--- config.mk ---
export PLATFORM = sky130hd
export DESIGN_NAME = des_subkey_stream
export DESIGN_NICKNAME = d
export VERILOG_FILES = /design/src/rtl/des_subkey_stream.sv
export SDC_FILE = /design/constraint.sdc
export NUM_CORES = 1
export LEC_CHECK = 0
export CAP_MARGIN = 25
export CORE_MARGIN = 5
export CORE_UTILIZATION = 41
export DETAILED_ROUTE_END_ITERATION = 6
export DONT_BUFFER_PORTS = 1
export SLEW_MARGIN = 10
export SYNTH_ARGS = -nofsm -noshare
export SYNTH_HDL_FRONTEND = slang
export SYNTH_SLANG_ARGS = --single-unit
--- constraint.sdc ---
create_clock -name clk -period 2.2 [get_ports clk]
set_clock_uncertainty 0.1 [all_clocks]
set_input_delay 0.44 -clock clk [delete_from_list [all_inputs] [get_ports clk]]
set_output_delay 0.44 -clock clk [all_outputs]
set_load 0.01 [all_outputs]
--- src/rtl/des_subkey_stream.sv ---
// rtl/des_subkey_stream.sv - sequential DES round-key streamer, forward (K1..K16) or reverse (K16..K1)
// Optional odd-parity key check enabled by defining DES_KEY_PARITY_CHECK_EN.
module des_subkey_stream (
  input  logic        clk,
  input  logic        rst,
  input  logic [63:0] key_in,
  input  logic        decrypt,
  input  logic        key_valid,
  output logic        key_ready,
  output logic [47:0] subkey,
  output logic [4:0]  subkey_round,
  output logic        subkey_valid,
  input  logic        subkey_ready,
  output logic        last,
  output logic        done,
  output logic        parity_err
);

  typedef enum logic {IDLE, RUN} state_t;

  localparam int PC1 [0:55] = '{
    57, 49, 41, 33, 25, 17,  9,  1, 58, 50, 42, 34, 26, 18,
    10,  2, 59, 51, 43, 35, 27, 19, 11,  3, 60, 52, 44, 36,
    63, 55, 47, 39, 31, 23, 15,  7, 62, 54, 46, 38, 30, 22,
    14,  6, 61, 53, 45, 37, 29, 21, 13,  5, 28, 20, 12,  4
  };

  localparam int PC2 [0:47] = '{
    14, 17, 11, 24,  1,  5,  3, 28, 15,  6, 21, 10,
    23, 19, 12,  4, 26,  8, 16,  7, 27, 20, 13,  2,
    41, 52, 31, 37, 47, 55, 30, 40, 51, 45, 33, 48,
    44, 49, 39, 56, 34, 53, 46, 42, 50, 36, 29, 32
  };

  // DES numbers bits MSB-first from 1, so DES bit n lives at vector index width-n.
  function automatic logic [55:0] pc1_perm(input logic [63:0] k);
    logic [55:0] res;
    logic [5:0]  idx;
    res = '0;
    for (int i = 0; i < 56; i++) begin
      idx = 6'(64 - PC1[i]);
      res[55 - i] = k[idx];
    end
    return res;
  endfunction

  function automatic logic [47:0] pc2_perm(input logic [55:0] cd_v);
    logic [47:0] res;
    logic [5:0]  idx;
    res = '0;
    for (int i = 0; i < 48; i++) begin
      idx = 6'(56 - PC2[i]);
      res[47 - i] = cd_v[idx];
    end
    return res;
  endfunction

  function automatic logic [27:0] rotl(input logic [27:0] x, input logic two);
    return two ? {x[25:0], x[27:26]} : {x[26:0], x[27]};
  endfunction

  function automatic logic [27:0] rotr(input logic [27:0] x, input logic two);
    return two ? {x[1:0], x[27:2]} : {x[0], x[27:1]};
  endfunction

  // Rounds 1, 2, 9 and 16 shift by one; every other round shifts by two.
  function automatic logic shift_two(input logic [4:0] r);
    return !(r == 5'd1 || r == 5'd2 || r == 5'd9 || r == 5'd16);
  endfunction

  state_t      state, next_state;
  logic [55:0] cd;
  logic [4:0]  round;
  logic [4:0]  count;
  logic        mode;
  logic        done_q;
  logic        parity_ok;
  logic        load;
  logic        hs;
  logic [55:0] pc1_key;

`ifdef DES_KEY_PARITY_CHECK_EN
  logic perr_q;

  always_comb begin
    parity_ok = 1'b1;
    for (int b = 0; b < 8; b++) begin
      parity_ok = parity_ok & (^key_in[8*b +: 8]);
    end
  end

  assign parity_err = perr_q;
`else
  logic unused_parity_bits;

  assign parity_ok          = 1'b1;
  assign parity_err         = 1'b0;
  assign unused_parity_bits = ^{key_in[56], key_in[48], key_in[40], key_in[32],
                                key_in[24], key_in[16], key_in[8], key_in[0]};
`endif

  assign pc1_key      = pc1_perm(key_in);
  assign subkey       = pc2_perm(cd);
  assign subkey_round = round;
  assign done         = done_q;

  always_comb begin
    next_state   = state;
    key_ready    = (state == IDLE);
    subkey_valid = (state == RUN);
    last         = subkey_valid && (count == 5'd15);
    hs           = subkey_valid && subkey_ready;
    load         = key_valid && key_ready && parity_ok;
    case (state)
      IDLE: if (load) next_state = RUN;
      RUN:  if (hs && last) next_state = IDLE;
      default: next_state = IDLE;
    endcase
  end

  always_ff @(posedge clk) begin
    if (rst) begin
      state  <= IDLE;
      cd     <= '0;
      round  <= '0;
      count  <= '0;
      mode   <= 1'b0;
      done_q <= 1'b0;
`ifdef DES_KEY_PARITY_CHECK_EN
      perr_q <= 1'b0;
`endif
    end else begin
      state  <= next_state;
      done_q <= hs && last;
`ifdef DES_KEY_PARITY_CHECK_EN
      perr_q <= key_valid && key_ready && !parity_ok;
`endif
      if (load) begin
        mode  <= decrypt;
        count <= '0;
        // Total shift over 16 rounds is 28, so C16/D16 equals the unrotated PC1 value.
        if (decrypt) begin
          cd    <= pc1_key;
          round <= 5'd16;
        end else begin
          cd    <= {rotl(pc1_key[55:28], 1'b0), rotl(pc1_key[27:0], 1'b0)};
          round <= 5'd1;
        end
      end else if (hs) begin
        if (count != 5'd16) count <= count + 5'd1;
        if (mode) begin
          cd <= {rotr(cd[55:28], shift_two(round)), rotr(cd[27:0], shift_two(round))};
          if (round > 5'd1) round <= round - 5'd1;
        end else begin
          cd <= {rotl(cd[55:28], shift_two(round + 5'd1)),
                 rotl(cd[27:0], shift_two(round + 5'd1))};
          if (round < 5'd16) round <= round + 5'd1;
        end
      end
    end
  end

endmodule
==> results of run 1 <==
==> path summary, 6_finish.rpt <==
kind	start	to	slack [ns]	depth (start not counted)
setup / recovery	subkey_round[0]$_SDFFE_PP0P_	cd[52]$_SDFFE_PP0P_	0.02	9
hold / removal	rst	subkey_round[4]$_SDFFE_PP0P_	0.07	1
setup reg to reg	subkey_round[0]$_SDFFE_PP0P_	cd[52]$_SDFFE_PP0P_	0.02	9
hold reg to reg	count[4]$_SDFFE_PP0P_	count[4]$_SDFFE_PP0P_	0.42	2
==> cells in the final DEF, fill, tap and decap left out, types with 3 or more instances in the layout <==
master	n
a21oi_2	38
a21oi_1	76
nor2_1	12
xor2_1	4
ha_1	5
inv_1	5
xnor2_1	3
clkbuf_16	17
ha_4	4
nand2_1	10
buf_6	5
mux2i_1	57
mux2_1	11
nor4b_1	3
buf_12	12
buf_4	18
o21bai_1	57
nand4_1	58
mux2_2	17
mux2_4	29
dfxtp_1	66
o211ai_1	58
a211oi_1	3
a31oi_1	57
bufinv_16	4
==> stage by stage <==
stage	cells	setup slack [ns]	utilization	setup TNS, ns
global placement	826	-0.00507	0.411	-0.00507
CTS	845	0.00615	0.441	0
floorplan	746	0.0100	-	0
detailed placement	826	-0.0306	0.411	-0.0648
finish	857	0.0170	0.481	0
global route	857	-0.0472	0.481	-0.349
==> registers in the layout, summed over array words and instances, names as in the netlist <==
register	count
cd	56
subkey_valid	1
count	5
mode	1
subkey_round	5
done	1
==> routing by layer <==
layer | vias to the layer above | wire (um)
met5 | - | 7
met4 | 2 | 273
met3 | 27 | 1840
met2 | 224 | 9790
met1 | 2860 | 8650
li1 | 2657 | -
==> what timing repair did <==
action                     in CTS  in global routing
cloned                          1                 11
setup endpoints to repair      26                 56
pin swaps                       1                 25
resized for setup               4                 95
setup buffers                   2                  2
==> layout make-up <==
class	count	share of cell area
Sequential cell	69	0.198
Clock inverter	6	0.0191
Tap cell	184	0.0329
Multi-Input combinational cell	535	0.612
Inverter	7	0.00483
Clock buffer	10	0.0342
Timing Repair Buffer	46	0.0986
==> cell families (layout without fill, tap and decap cells) <==
kind of cell | Yosys count | after routing | synth area share
multiplexers | 114 | 114 | 0.199
other | 1 | 1 | 0.000615
AND/OR/NAND/NOR | 106 | 106 | 0.102
XOR/XNOR | 7 | 7 | 0.0101
flip-flops | 69 | 69 | 0.227
buffers and inverters | 142 | 69 | 0.134
AO/OA/AOI/OAI | 298 | 298 | 0.310
adder cells (fa/ha/maj) | 9 | 9 | 0.0185
==> power breakdown <==
group | switching (mW) | internal [mW]
clock | 0.617 | 1.25
sequential | 0.270 | 1.37
combinational | 0.857 | 0.804
total | 1.74 | 3.43
==> flow_metrics.tcl, run 1 <==
set metrics [dict create \
    insertion_delay_ns 0.34 \
    finalPower_mw 5.17 \
    viasPerCell 6.73 \
    hold_class "in2reg" \
    seqCellArea_sq_mm 0.00139 \
    hpwl_um 11500 \
    worst_slew_pin_slew_ns 0.568 \
    nets 746 \
    slowest_delay_ns 0.38 \
    antenna_found_initial 1 \
    port_buffers 0 \
    drive_above_1_share 0.253 \
    synth_top_cell_area_share 0.227 \
    post-synth-top-count-cell "a21oi_1" \
    holdWs_ns 0.0700 \
    gr-total-overflow 0 \
    met2_usage 0.336 \
    grt_max_degree 63 \
    antenna_cells 0 \
    synthArstFlopShare 0 \
    vias 5770 \
    rsz0062_at_grt "yes" \
    max_cap_viol_count 0 \
    syn2layout_area_growth_pct 14.7 \
    avgSynthCellArea_sq_um 8.17 \
    chipHeight_um 132 \
    synth_cell_type_count 43 \
    first_pass_iters 5 \
    drcViolationCount 0 \
    fp.dieW_um 132 \
    post-route-min-period_ns 2.18 \
    clockBufferDepth 2 \
    clkTransAtPathRegs_ns 0.06 \
    mappedNetlistArea_sq_mm 0.00610 \
    met3_usage 0.0763 \
    place_area_sq_mm 0.00598 \
    numClockSinks 69 \
    coreArea_sq_mm 0.0145 \
    cts-root-buf "clkbuf_16" \
    top_usage_layer "met2" \
    required_ns 2.32 \
    gp_congestion 0.802 \
    slew_headroom 0.621 \
    cts-htree-levels 3 \
    synth_edf_count 0 \
    dieArea_sq_mm 0.0174 \
    multi_input_comb_area_sq_mm 0.00428 \
    ios 127 \
    row_count 44 \
    ctsHoldBuffers 0 \
    num-fill-cells 1374 \
    drt_wl_total_um 20600 \
    ys.warnings.count 0 \
    synth-main-ff-cell "dfxtp_1" \
    grtUsageTotal 0.207 \
    ys_seq_area_frac 0.227 \
    status "completed" \
    cp_cell_sequence "inv_6 -> ha_4 -> nand2b_4 -> a221oi_4 -> buf_6 -> clkbuf_16 -> mux2_1 -> a21oi_2 -> a31oi_1" \
    final_antenna_net_count 0 \
    design_area_sq_mm 0.00699 \
    worst-path-max-fanout 5 \
    drt_iter0_drc 547 \
    syn_inst 746 \
    cp_top_family "compound AO/OA/AOI/OAI gates" \
    grt_pass1_vias 5657 \
    synth_nets 824 \
    crit_path_top_delay_cell "dfxtp_4" \
    routedWlPerCell_um 24.0 \
    fin_crit_sh 0.992 \
    ir_worst_vdd_uv 495 \
    powerDensity_mw_per_mm2 740 \
    finalSetupViolations 0 \
    grtUsageMet1 0.258 \
    ys_ff_latch 69 \
    worst_ep_arrival_time_ns 2.30 \
    cts_buffers 9 \
    initial_core_util 0.419 \
    critPathKind "reg2reg" \
    hold_viol 0 \
    cp-start-kind "register" \
    leakage_nw 2.58 \
    cts_tree "built" \
    yosys.area.top_type "dfxtp_1" \
    grt_pass1_wl_um 30400 \
    netlist_top_cells_count "a21oi_1 (114), dfxtp_1 (69), nand4_1 (58), o211ai_1 (58)" \
    path_buf_inv 3 \
    worst_setup_path_end_kind "register" \
    drv_slew 0 \
    yosys-top-cells-area "dfxtp_1 (23%), a21oi_1 (9.4%), mux2i_1 (9.4%), mux2_1 (7.4%), o211ai_1 (7.1%)" \
    timing.fmax_mhz 458 \
]
(Power assumes the default switching activity.)
==> inputs of run 2 (changes only) <==
--- a/config.mk
+++ b/config.mk
@@ -8,8 +8,10 @@
 export CAP_MARGIN = 25
 export CORE_MARGIN = 5
 export CORE_UTILIZATION = 41
+export CTS_BUF_LIST = sky130_fd_sc_hd__clkbuf_8
 export DETAILED_ROUTE_END_ITERATION = 6
 export DONT_BUFFER_PORTS = 1
+export PLACE_DENSITY = 0.66
 export SLEW_MARGIN = 10
 export SYNTH_ARGS = -nofsm -noshare
 export SYNTH_HDL_FRONTEND = slang
==> run 2 against run 1 <==
Die area unchanged. Non-clock buffer count decreased by 5. Register-to-register slack about the same. Fmax decreased by 0.35%. Critical path depth unchanged. Utilization decreased by 2.0 points. Setup slack got worse by 0.0077 ns. Flip-flop and latch count unchanged. Final cell count decreased by 0.70%. Critical endpoint is now cd[16]$_SDFFE_PP0P_.
==> flow_metrics.tcl, run 2 (synthesized netlist as in run 1, its figures left out) <==
set metrics [dict create \
    drt_iter0_drc 542 \
    final_core_util 0.461 \
    final_cell_mix "a21oi_1 (71), dfxtp_1 (67), o211ai_1 (58), nand4_1 (58)" \
    seqCellArea_sq_mm 0.00139 \
    grt_pass1_vias 5527 \
    syn2layout_area_growth_pct 9.98 \
    dieArea_sq_mm 0.0174 \
    crit_path_start "subkey_round[0]$_SDFFE_PP0P_" \
    cts_buffers 9 \
    ios 127 \
    rrSetupSlack_ns 0.009 \
    hold_viol 0 \
    layout.cells.non_filler 851 \
    fin_setup_tns_ns 0 \
    rsz0062_at_grt "yes" \
    r2r-end "cd[16]$_SDFFE_PP0P_" \
    cp-start-kind "register" \
    worstRegToRegCells 9 \
    ctsHoldBuffers 0 \
    worst_setup_path_end_kind "register" \
    timing.fmax_mhz 456 \
    post-route-min-period_ns 2.19 \
    critPathKind "reg2reg" \
    numClockSinks 69 \
    grtUsageTotal 0.204 \
    grt_pass1_wl_um 29800 \
    max_cap_viol_count 0 \
    regMostFlops "cd" \
    antenna_found_initial 0 \
    clkTransAtPathRegs_ns 0.08 \
    place_ws_ns -0.0431 \
    num-fill-cells 1414 \
    clockBufferDepth 2 \
    nets 741 \
    worst_ep_arrival_time_ns 2.34 \
    endpoint "cd[16]$_SDFFE_PP0P_" \
    grt_max_degree 63 \
    port_buffers 0 \
    coreArea_sq_mm 0.0145 \
    powerDensity_mw_per_mm2 652 \
    hpwl_um 11800 \
    row_count 44 \
    chipHeight_um 132 \
    fin_crit_sh 0.996 \
    cts_tree "built" \
    finalPower_mw 4.37 \
    viasPerCell 6.72 \
    antenna_cells 0 \
    largest_reg_flops 56 \
    setup_slack_ns 0.00922 \
    cts-htree-levels 3 \
    r2r-start "subkey_round[0]$_SDFFE_PP0P_" \
    insertion_delay_ns 0.37 \
    initial_core_util 0.419 \
    mostFrequentLayoutCell "a21oi_1" \
    multi_input_comb_area_sq_mm 0.00429 \
    place_inst 827 \
    drcViolationCount 0 \
    ir_worst_vdd_uv 301 \
    leakage_nw 2.46 \
    vias 5715 \
    routedWlPerCell_um 23.1 \
    finalSetupViolations 0 \
    drv_slew 0 \
    fp.dieW_um 132 \
    worst-path-max-fanout 7 \
    gp_congestion 0.836 \
    hold_class "in2reg" \
    required_ns 2.34 \
    status "completed" \
    cts-root-buf "clkbuf_8" \
    drt_wl_total_um 19700 \
    drive_above_1_share 0.250 \
    first_pass_iters 7 \
    gr-total-overflow 0 \
    final_antenna_net_count 0 \
]
[run 2: changes by cell type in the layout (fill, tap and decap cells not counted), sizes merged]
cell / before / now
clkbuf: 18 / 13
bufinv: 4 / 2
clkinv: 2 / 3
[run 2: how the worst min path moves through the flow]
| stage | to | cells past startpoint | slack [ns] | startpoint |
|---|---|---|---|---|
| 3_5_place_dp | mode$_SDFFE_PP0P_ | 1 | 0.42 | rst |
| 3_3_place_gp | count[4]$_SDFFE_PP0P_ | 2 | 0.38 | count[4]$_SDFFE_PP0P_ |
| 2_1_floorplan | count[4]$_SDFFE_PP0P_ | 2 | 0.37 | count[4]$_SDFFE_PP0P_ |
| 4_1_cts | mode$_SDFFE_PP0P_ | 1 | 0.02 | rst |
| 5_1_grt | mode$_SDFFE_PP0P_ | 1 | 0.01 | rst |
| 6_report | subkey_round[0]$_SDFFE_PP0P_ | 1 | 0.05 | rst |
[run 2: timing repair]
action                     4_1_cts  5_1_grt
pin swaps                        1       20
gates resized for setup         10       96
buffers inserted                 2        2
setup endpoints to repair       48       53
gates cloned                     2        3
[run 2: worst max-delay path, cell delays in order, from the launching register on]
cell	delay (ns)
dfxtp_4	0.38
inv_4	0.08
ha_4	0.15
nand2b_4	0.06
a221oi_4	0.32
buf_6	0.24
buf_12	0.16
mux2_1	0.34
a21oi_2	0.15
a31oi_1	0.10
[run 2: cell type report]
cell class	instances	share of cell area
clock inverters	5	0.0112
repair buffers	41	0.0819
well taps	184	0.0343
clock buffers	10	0.0205
multi-input cells	535	0.640
flip-flops and latches	69	0.207
inverters	7	0.00467
[run 2: metrics by stage]
stage          hold WS (ns)  cell area [sq um]
2_1_floorplan         0.367               6100
3_3_place_gp          0.381               5970
3_5_place_dp          0.422               5970
4_1_cts              0.0183               6280
5_1_grt              0.0146               6700
6_report             0.0541               6700
[run 2: power breakdown]
part | leakage [nW] | total (mW) | switching, mW | internal (mW)
registers | 0.572 | 1.64 | 0.271 | 1.37
logic | 1.77 | 1.55 | 0.811 | 0.738
clock network | 0.112 | 1.18 | 0.527 | 0.658
[run 2: per-layer routing]
| layer | GRT usage | up-vias | wire [um] |
|---|---|---|---|
| li1 | - | 2634 | - |
| met1 | 0.249 | 2792 | 8000 |
| met2 | 0.328 | 271 | 9460 |
| met3 | 0.0832 | 18 | 1980 |
| met4 | 0.0657 | 0 | 214 |
| met5 | 0 | - | 0 |
